===== src/rtl/fp_adder_arbiter_if.sv =====
// rtl/fp_adder_arbiter_if.sv - requester, response and adder-side signals of the shared FP adder arbiter
interface fp_adder_arbiter_if #(
   parameter int W = 32
);
   logic         req0_valid;
   logic         req0_ready;
   logic [W-1:0] req0_a;
   logic [W-1:0] req0_b;
   logic         req1_valid;
   logic         req1_ready;
   logic [W-1:0] req1_a;
   logic [W-1:0] req1_b;
   logic         resp_valid;
   logic         resp_ready;
   logic         resp_id;
   logic [W-1:0] resp_result;
   logic         resp_overflow;
   logic         resp_error;
   logic         busy;
   logic         add_enable;
   logic         add_load;
   logic [W-1:0] add_a;
   logic [W-1:0] add_b;
   logic [W-1:0] add_result;
   logic         add_done;
   logic         add_overflow;

   modport slave (
      input  req0_valid, req0_a, req0_b,
      input  req1_valid, req1_a, req1_b,
      input  resp_ready,
      input  add_result, add_done, add_overflow,
      output req0_ready, req1_ready,
      output resp_valid, resp_id, resp_result, resp_overflow, resp_error,
      output busy, add_enable, add_load, add_a, add_b
   );

   modport master (
      output req0_valid, req0_a, req0_b,
      output req1_valid, req1_a, req1_b,
      output resp_ready,
      output add_result, add_done, add_overflow,
      input  req0_ready, req1_ready,
      input  resp_valid, resp_id, resp_result, resp_overflow, resp_error,
      input  busy, add_enable, add_load, add_a, add_b
   );
endinterface


===== src/rtl/fp_adder_arbiter.sv =====
// rtl/fp_adder_arbiter.sv - round-robin sharing of one multi-cycle FP adder between two requesters
// Optional WAIT_DONE watchdog enabled by defining FP_ARB_TIMEOUT_EN.
module fp_adder_arbiter #(
   parameter int Mantissa_Size = 23,
   parameter int Exponent_Size = 8,
   parameter int TIMEOUT       = 64
) (
   input logic               clk,
   input logic               rst_n,
   fp_adder_arbiter_if.slave bus
);
   localparam int W = Mantissa_Size + Exponent_Size + 1;

   typedef enum logic [2:0] {
      IDLE,
      LOAD,
      SETTLE,
      WAIT_DONE,
      RESP
   } state_t;

   state_t       state;
   state_t       state_nxt;
   logic         last_grant;
   logic         resp_id_q;
   logic         ovf_q;
   logic         err_q;
   logic [W-1:0] a_q;
   logic [W-1:0] b_q;
   logic [W-1:0] res_q;
   logic         grant0;
   logic         grant1;
   logic         ready0;
   logic         ready1;
   logic         done_hit;
   logic         timeout_hit;

   // On a tie the requester that did not win last time gets the adder.
   assign grant0 = bus.req0_valid && (!bus.req1_valid || last_grant);
   assign grant1 = bus.req1_valid && (!bus.req0_valid || !last_grant);

   assign done_hit = (state == WAIT_DONE) && bus.add_done;

`ifdef FP_ARB_TIMEOUT_EN
   localparam int CW = $clog2(TIMEOUT) + 1;
   logic [CW-1:0] wait_cnt;

   always_ff @(posedge clk) begin
      if (!rst_n) begin
         wait_cnt <= '0;
      end else if (state == SETTLE) begin
         wait_cnt <= '0;
      end else if (state == WAIT_DONE) begin
         wait_cnt <= wait_cnt + CW'(1);
      end
   end

   // A done arriving on the last allowed cycle still wins over the error.
   assign timeout_hit = (state == WAIT_DONE) && !bus.add_done
                        && (wait_cnt == CW'(TIMEOUT - 1));
`else
   logic unused_timeout;
   assign unused_timeout = (TIMEOUT != 0);
   assign timeout_hit    = 1'b0;
`endif

   always_comb begin
      state_nxt = state;
      ready0    = 1'b0;
      ready1    = 1'b0;
      case (state)
         IDLE: begin
            ready0 = grant0;
            ready1 = grant1;
            if (grant0 || grant1) begin
               state_nxt = LOAD;
            end
         end
         LOAD:   state_nxt = SETTLE;
         // add_done may still reflect the previous operation here.
         SETTLE: state_nxt = WAIT_DONE;
         WAIT_DONE: begin
            if (done_hit || timeout_hit) begin
               state_nxt = RESP;
            end
         end
         RESP: begin
            if (bus.resp_ready) begin
               state_nxt = IDLE;
            end
         end
         default: state_nxt = IDLE;
      endcase
   end

   always_ff @(posedge clk) begin
      if (!rst_n) begin
         state      <= IDLE;
         last_grant <= 1'b1;
         resp_id_q  <= 1'b0;
         a_q        <= '0;
         b_q        <= '0;
         res_q      <= '0;
         ovf_q      <= 1'b0;
         err_q      <= 1'b0;
      end else begin
         state <= state_nxt;
         if (ready0) begin
            a_q        <= bus.req0_a;
            b_q        <= bus.req0_b;
            resp_id_q  <= 1'b0;
            last_grant <= 1'b0;
         end else if (ready1) begin
            a_q        <= bus.req1_a;
            b_q        <= bus.req1_b;
            resp_id_q  <= 1'b1;
            last_grant <= 1'b1;
         end
         if (done_hit) begin
            res_q <= bus.add_result;
            ovf_q <= bus.add_overflow;
            err_q <= 1'b0;
         end else if (timeout_hit) begin
            res_q <= '0;
            ovf_q <= 1'b0;
            err_q <= 1'b1;
         end
      end
   end

   assign bus.req0_ready    = ready0;
   assign bus.req1_ready    = ready1;
   assign bus.resp_valid    = (state == RESP);
   assign bus.resp_id       = resp_id_q;
   assign bus.resp_result   = res_q;
   assign bus.resp_overflow = ovf_q;
   assign bus.resp_error    = err_q;
   assign bus.busy          = (state != IDLE);
   assign bus.add_enable    = 1'b1;
   assign bus.add_load      = (state == LOAD);
   assign bus.add_a         = a_q;
   assign bus.add_b         = b_q;
endmodule


===== src/flat_wrapper.sv =====
// flat-port wrapper written by rule: the top's interface ports become plain ports
module fp_adder_arbiter_flat 
#(
   parameter int Mantissa_Size = 23,
   parameter int Exponent_Size = 8,
   parameter int TIMEOUT       = 64
)
  (clk, rst_n, bus_req0_valid, bus_req0_a, bus_req0_b, bus_req1_valid, bus_req1_a, bus_req1_b, bus_resp_ready, bus_add_result, bus_add_done, bus_add_overflow, bus_req0_ready, bus_req1_ready, bus_resp_valid, bus_resp_id, bus_resp_result, bus_resp_overflow, bus_resp_error, bus_busy, bus_add_enable, bus_add_load, bus_add_a, bus_add_b);
  fp_adder_arbiter_if #(.W((32))) bus_i ();
  input logic clk;
  input logic rst_n;
  input wire logic [$bits(bus_i.req0_valid)-1:0] bus_req0_valid;
  input wire logic [$bits(bus_i.req0_a)-1:0] bus_req0_a;
  input wire logic [$bits(bus_i.req0_b)-1:0] bus_req0_b;
  input wire logic [$bits(bus_i.req1_valid)-1:0] bus_req1_valid;
  input wire logic [$bits(bus_i.req1_a)-1:0] bus_req1_a;
  input wire logic [$bits(bus_i.req1_b)-1:0] bus_req1_b;
  input wire logic [$bits(bus_i.resp_ready)-1:0] bus_resp_ready;
  input wire logic [$bits(bus_i.add_result)-1:0] bus_add_result;
  input wire logic [$bits(bus_i.add_done)-1:0] bus_add_done;
  input wire logic [$bits(bus_i.add_overflow)-1:0] bus_add_overflow;
  output wire logic [$bits(bus_i.req0_ready)-1:0] bus_req0_ready;
  output wire logic [$bits(bus_i.req1_ready)-1:0] bus_req1_ready;
  output wire logic [$bits(bus_i.resp_valid)-1:0] bus_resp_valid;
  output wire logic [$bits(bus_i.resp_id)-1:0] bus_resp_id;
  output wire logic [$bits(bus_i.resp_result)-1:0] bus_resp_result;
  output wire logic [$bits(bus_i.resp_overflow)-1:0] bus_resp_overflow;
  output wire logic [$bits(bus_i.resp_error)-1:0] bus_resp_error;
  output wire logic [$bits(bus_i.busy)-1:0] bus_busy;
  output wire logic [$bits(bus_i.add_enable)-1:0] bus_add_enable;
  output wire logic [$bits(bus_i.add_load)-1:0] bus_add_load;
  output wire logic [$bits(bus_i.add_a)-1:0] bus_add_a;
  output wire logic [$bits(bus_i.add_b)-1:0] bus_add_b;
  assign bus_i.req0_valid = bus_req0_valid;
  assign bus_i.req0_a = bus_req0_a;
  assign bus_i.req0_b = bus_req0_b;
  assign bus_i.req1_valid = bus_req1_valid;
  assign bus_i.req1_a = bus_req1_a;
  assign bus_i.req1_b = bus_req1_b;
  assign bus_i.resp_ready = bus_resp_ready;
  assign bus_i.add_result = bus_add_result;
  assign bus_i.add_done = bus_add_done;
  assign bus_i.add_overflow = bus_add_overflow;
  assign bus_req0_ready = bus_i.req0_ready;
  assign bus_req1_ready = bus_i.req1_ready;
  assign bus_resp_valid = bus_i.resp_valid;
  assign bus_resp_id = bus_i.resp_id;
  assign bus_resp_result = bus_i.resp_result;
  assign bus_resp_overflow = bus_i.resp_overflow;
  assign bus_resp_error = bus_i.resp_error;
  assign bus_busy = bus_i.busy;
  assign bus_add_enable = bus_i.add_enable;
  assign bus_add_load = bus_i.add_load;
  assign bus_add_a = bus_i.add_a;
  assign bus_add_b = bus_i.add_b;
  fp_adder_arbiter #(.Mantissa_Size(Mantissa_Size), .Exponent_Size(Exponent_Size), .TIMEOUT(TIMEOUT)) u_core (.clk(clk), .rst_n(rst_n), .bus(bus_i));
endmodule

===== config.mk =====
export PLATFORM = sky130hd
export DESIGN_NAME = fp_adder_arbiter_flat
export DESIGN_NICKNAME = d
export VERILOG_FILES = /design/src/rtl/fp_adder_arbiter_if.sv /design/src/rtl/fp_adder_arbiter.sv /design/src/flat_wrapper.sv
export SDC_FILE = /design/constraint.sdc
export NUM_CORES = 1
export LEC_CHECK = 0
export ABC_AREA = 1
export ABC_CLOCK_PERIOD_IN_PS = 3300
export CAP_MARGIN = 5
export CORE_MARGIN = 2
export CORE_UTILIZATION = 35
export DETAILED_ROUTE_END_ITERATION = 6
export PLACE_DENSITY = 0.72
export SETUP_SLACK_MARGIN = 0.2
export SLEW_MARGIN = 30
export SYNTH_ARGS = -nofsm -noshare
export SYNTH_HDL_FRONTEND = slang
export SYNTH_SLANG_ARGS = --single-unit

===== constraint.sdc =====
create_clock -name clk -period 3.3 [get_ports clk]
set_input_delay 0.33 -clock clk [delete_from_list [all_inputs] [get_ports clk]]
set_output_delay 0.33 -clock clk [all_outputs]
set_load 0.02 [all_outputs]

# [Word-level counts from Yosys, hierarchy flattened]
# Index checks and enable logic that the tools add are counted.
[totals] reg_bits=102 out_inout_bits=105 inputBits=167 word_cells=41
[op_classes] muxes=12 eq_ne=7 n_bitwise=1 reduce_logical=14
[ops] operator="$mux 32" count=4
[ops] operator="$pmux 3 s5" count=1
[ops] operator="$mux 3" count=3
[ops] operator="$eq 3x2->1 const B" count=2
[ops] operator="$mux 1" count=4
[ops] operator="$ne 2x1->1 const B" count=2
[ops] operator="$eq 3x1->1 const B" count=1
[ops] operator="$eq 3x3->1 const B" count=1
[ops] operator="$logic_and 1x1->1" count=3
[ops] operator="$logic_not 1->1" count=3
[ops] operator="$logic_not 3->1" count=1
[ops] operator="$logic_or 1x1->1" count=3
[ops] operator="$reduce_and 3->1" count=1
[ops] operator="$reduce_bool 3->1" count=1
[ops] operator="$ne 2x2->1 const B" count=1
[ops] operator="$reduce_bool 2->1" count=1
[ops] operator="$reduce_or 2->1" count=1
[ops] operator="$not 1->1" count=1

# [Depth between registers and ports, before layout]
[depth] depth_word=6 mapped_depth=10 depth_no_buf=8

# [Worst setup path before layout]
# OpenSTA, ideal clock, no wires.
[synth_path] path_type="register to register" startpoint="register u_core.state[2]" endpoint="register u_core.a_q[10], in the netlist u_core.bus.add_a[10]" setup_time_ps=111 synth_period_minus_slack_ps=1367 required_time_ps=3189 setup_slack_ps=1933 t_arrival_ps=1255 path_buffers=1 path_stages_with_launch=8 cell_sequence="dfxtp_1 > nor2_2 > nand2_4 > a21oi_4 > buf_6 > nand2_1 > nor2_1 > nor2_1"
[synth_between] elab_chain_len=3 elab_cells_between_ends=5 classes_between="mux (3); reduce/logical (2)"
[synth_rtl] item="from (decl)" line="fp_adder_arbiter.sv:22" source="state_t state;"
[synth_rtl] item="from (signal assigned)" line="fp_adder_arbiter.sv:107" source="state <= state_nxt;"
[synth_rtl] item="$logic_not 3->1 *" line="fp_adder_arbiter.sv:71" source="case (state)"
[synth_rtl] item="$mux 1" line="fp_adder_arbiter.sv:71"
[synth_rtl] item="$mux 32 / $reduce_bool 2->1 (equally long branches)"
[synth_rtl] item="to (signal assigned)" line="fp_adder_arbiter.sv:109" source="a_q <= bus.req0_a;"
[synth_rtl] item="to (signal assigned)" line="fp_adder_arbiter.sv:114" source="a_q <= bus.req1_a;"
[synth_rtl] item="to (decl)" line="fp_adder_arbiter.sv:28" source="logic [W-1:0] a_q;"
# Every way passes the cells marked *; elsewhere a longest branch is shown, timed or not.
# A chain may end at the register's enable or synchronous reset.

# [Worst setup path in the final report]
[layout_path] startpoint="input port bus_req0_valid" endpoint="output port bus_req1_ready"
[layout_between] elab_chain_len=4
[layout_rtl] item="from (decl)" line="flat_wrapper.sv:12" source="input wire logic [$bits(bus_i.req0_valid)-1:0] bus_req0_valid;"
[layout_rtl] item="$logic_not 1->1" line="fp_adder_arbiter.sv:40" source="assign grant1 = bus.req1_valid && (!bus.req0_valid || !last_grant);"
[layout_rtl] item="$logic_or 1x1->1" line="fp_adder_arbiter.sv:40"
[layout_rtl] item="$logic_and 1x1->1" line="fp_adder_arbiter.sv:40"
[layout_rtl] item="$mux 1" line="fp_adder_arbiter.sv:71"
[layout_rtl] item="to (decl)" line="flat_wrapper.sv:23" source="output wire logic [$bits(bus_i.req1_ready)-1:0] bus_req1_ready;"
# Every way passes these cells.

==> flow_summary.ini <==
[final_layout]
layout-drive-gt1-share_pct = 3.05
layout.filler_cells = 1420
number_of_nets_in_the_finished_design = 1278
area.growth.synth_to_final_pct = 57.4
final_core_util_pct = 56.5
post_layout_nonfiller_instances = 1299
diodes = 0

[drt]
drt-pass1-iter-count = 4
dr.first_iter.drc_count = 285
detail_route.drc_violations = 0
routed_via_density = 4.28
route.final.wire_length_um = 15900
avgRoutedWirePerCell_um = 12.3
antenna_violating_nets_post_route = 0
detailroute.via_count = 5566

[floorplan]
start_util_pct = 35.9
top_level_pins = 272
std_cell_rows = 44
core_area_um2 = 14500
floorplan.die_area_um2 = 15900
die_h_um = 126
die_w_um = 126

[global_route]
grt_overflow = 0
via_count_of_the_first_global_routing_pass = 5096
grt.total_usage_pct = 19.6
grt_first_pass_wirelength_um = 25300
maximum_number_of_pins_on_one_net_before_global_route_repair = 101
antenna_violations_before_repair = 0

[power]
switching_power_share_of_the_total_pct = 34.7
clock_power_share_pct = 26.7
power.share.combinational_pct = 37.3
worst_ir_drop_vdd_uv = 314
seq_power_share_pct = 36.0
power.net_switching_mw = 1.43
power.density_nw_per_um2 = 501
p_int_mw = 2.68
power.leakage_nw = 3.91
total_power_mw = 4.11

[logic_synthesis]
synth_top_area_share_pct = 39.1
synth_seq_cells = 102
synth_cells = 871
ys_dominant_reg_cell = sky130_fd_sc_hd__dfxtp_1
yosys_warns = 0
post_synth_top_cells = sky130_fd_sc_hd__nand2_1 (301), sky130_fd_sc_hd__nor2_1 (197), sky130_fd_sc_hd__inv_1 (134)
ys_seq_area_share_pct = 39.1
synth-edff-count = 0
synth_cell_types = 23
synth_top_cells_by_area = sky130_fd_sc_hd__dfxtp_1 (39%), sky130_fd_sc_hd__nand2_1 (22%), sky130_fd_sc_hd__nor2_1 (14%), sky130_fd_sc_hd__inv_1 (9.6%), sky130_fd_sc_hd__nand3_1 (3.6%)
average_instance_area_after_synthesis_um2 = 5.99
synthesis.nets = 1038
yosysMostFrequentCell = sky130_fd_sc_hd__nand2_1
post_syn_area_um2 = 5220
synthArstFlopShare_pct = 0
netlist.top_cell.by_area = sky130_fd_sc_hd__dfxtp_1

[timing]
rsz_0062_raised_after_global_routing = no
setup_violations = 0
finClkSkew_ns = 0.00932
finalSetupTns_ns = 0
final_max_slew_viol_count = 0
max_freq_ghz = 0.457
min_period_over_period_pct = 66.3
min_period_ns = 2.19
max-slew-margin-rel_pct = 49.1
final-hold-violation-count = 0
worstMarginPinSlew_ns = 0.763

[placed_design]
detailed_place_hpwl_um = 11100
number_of_instances_in_the_placed_design = 1284
place_congestion = 0.819
portBuffers = 269

[hold_path]
hold_path_startpoint = u_core.bus.resp_result[18]$_SDFFE_PN0P_
hp-class = register to register

[critical_path]
critical_path.endpoint_type = output pin
cp_startpoint_kind = input pin
worst_path_largest_cell_delay_ns = 0.63
worstPathMaxFanout = 4
critPathSlowestCell = sky130_fd_sc_hd__clkdlybuf4s50_1
worst_ep_arrival_time_ns = 1.86
worst_setup_path_startpoint = bus_req0_valid
data_required_time_at_the_worst_endpoint_ns = 2.97
crit_path_cell_trace = clkdlybuf4s50_1 > nand2_1 > nand2_1 > nor2_4 > clkdlybuf4s50_1
r2r_start = u_core.last_grant$_SDFFE_PN1P_
crit_type = input pin to output pin

[status]
status = finished, final reports clean

[clock_tree]
path_clk_slew_ns = 0.07
cts_buffer_depth = 2
postcts_setup_bufs = 0
cts_max_level = 3
clk-insertion-delay-late_ns = 0.36
post_cts_hold_buffer_count = 0
clock_tree_root_driver_cell = sky130_fd_sc_hd__clkbuf_16
postCtsResizedCells = 0
tritoncts_num_sinks = 102
cts_tree = built
number_of_buffers_created_by_cts = 9

[job]
cap_violations = 0
[final cells by class]
type / count / area [um^2] / share of cell area (%)
clock buffer: 9 / 225 / 2.74
clock inverter: 6 / 71.3 / 0.869
inverter: 136 / 510 / 6.22
multi-input combinational: 584 / 2350 / 28.6
sequential: 102 / 2040 / 24.9
tap: 184 / 230 / 2.80
timing repair buffer: 278 / 2780 / 33.9
[sequential cells by signal (all words and copies together), names as in the netlist]
| register | flops |
|---|---|
| u_core.bus.add_a | 32 |
| u_core.bus.add_b | 32 |
| u_core.bus.resp_result | 32 |
| u_core.state | 3 |
| u_core.bus.resp_id | 1 |
| u_core.bus.resp_overflow | 1 |
| u_core.last_grant | 1 |
[worst max-delay path: cells and delay by family]
kind / cells / cell delay (ns)
and+or+nand+nor: 3 / 0.42
buffers and inverters: 2 / 1.10
[metrics by stage]
| step | cell area [um^2] | hold WS (ns) | setup WS [ns] |
|---|---|---|---|
| 6_report | 8210 | 0.462 | 1.11 |
| 5_1_grt | 8210 | 0.485 | 1.01 |
| 4_1_cts | 8210 | 0.463 | 1.09 |
| 3_5_place_dp | 7910 | 0.451 | 0.992 |
| 3_3_place_gp | 7910 | 0.448 | 1.03 |
| 2_1_floorplan | 5220 | 0.475 | 1.93 |
[layout by cell type (no fill, tap or decap), types with 3 or more instances in the layout]
master / netlist / layout
sky130_fd_sc_hd__nand2_1: 301 / 300
sky130_fd_sc_hd__buf_4: 9 / 7
sky130_fd_sc_hd__nor2_4: 3 / 3
sky130_fd_sc_hd__a21oi_1: 34 / 34
sky130_fd_sc_hd__inv_1: 134 / 134
sky130_fd_sc_hd__dfxtp_1: 102 / 102
sky130_fd_sc_hd__clkdlybuf4s50_1: 0 / 268
sky130_fd_sc_hd__nand3_1: 37 / 37
sky130_fd_sc_hd__clkbuf_16: 0 / 9
sky130_fd_sc_hd__nor2_1: 197 / 197
[power groups by stage]
stage | logic, mW | clock network [mW] | registers (mW)
CTS | 1.55 | 1.14 | 1.48
detailed placement | 1.54 | 0 | 1.51
global placement | 1.53 | 0 | 1.50
finish | 1.53 | 1.10 | 1.48
global route | 1.70 | 1.18 | 1.50
floorplan | 0.730 | 0 | 1.70
[final timing paths]
check,slack [ns],end,depth (start not counted)
min,0.46,u_core.bus.resp_result[18]$_SDFFE_PN0P_,2
min reg2reg,0.46,u_core.bus.resp_result[18]$_SDFFE_PN0P_,2
max,1.11,bus_req1_ready,5
max reg2reg,1.47,u_core.bus.add_a[0]$_SDFFE_PN0P_,8
[cells by family (layout without fill, tap and decap cells)]
kind of cell	Yosys count	in the layout	share of synthesized area, %
and+or+nand+nor	543	543	40.7
other	2	2	0.144
DFF	102	102	39.1
buffers and inverters	185	429	16.0
AOI/OAI and AO/OA	39	39	4.03
[metal layers]
layer  GRT usage [%]  share of wire, %  vias to the layer above
met1            22.8                44                     2384
met2            34.2                47                      164
met3            6.58               7.2                       18
li1                -                 -                     3000
met5               0                 0                        -
met4            5.43               1.7                        0
Note: power is estimated with default switching activity, not from simulation.
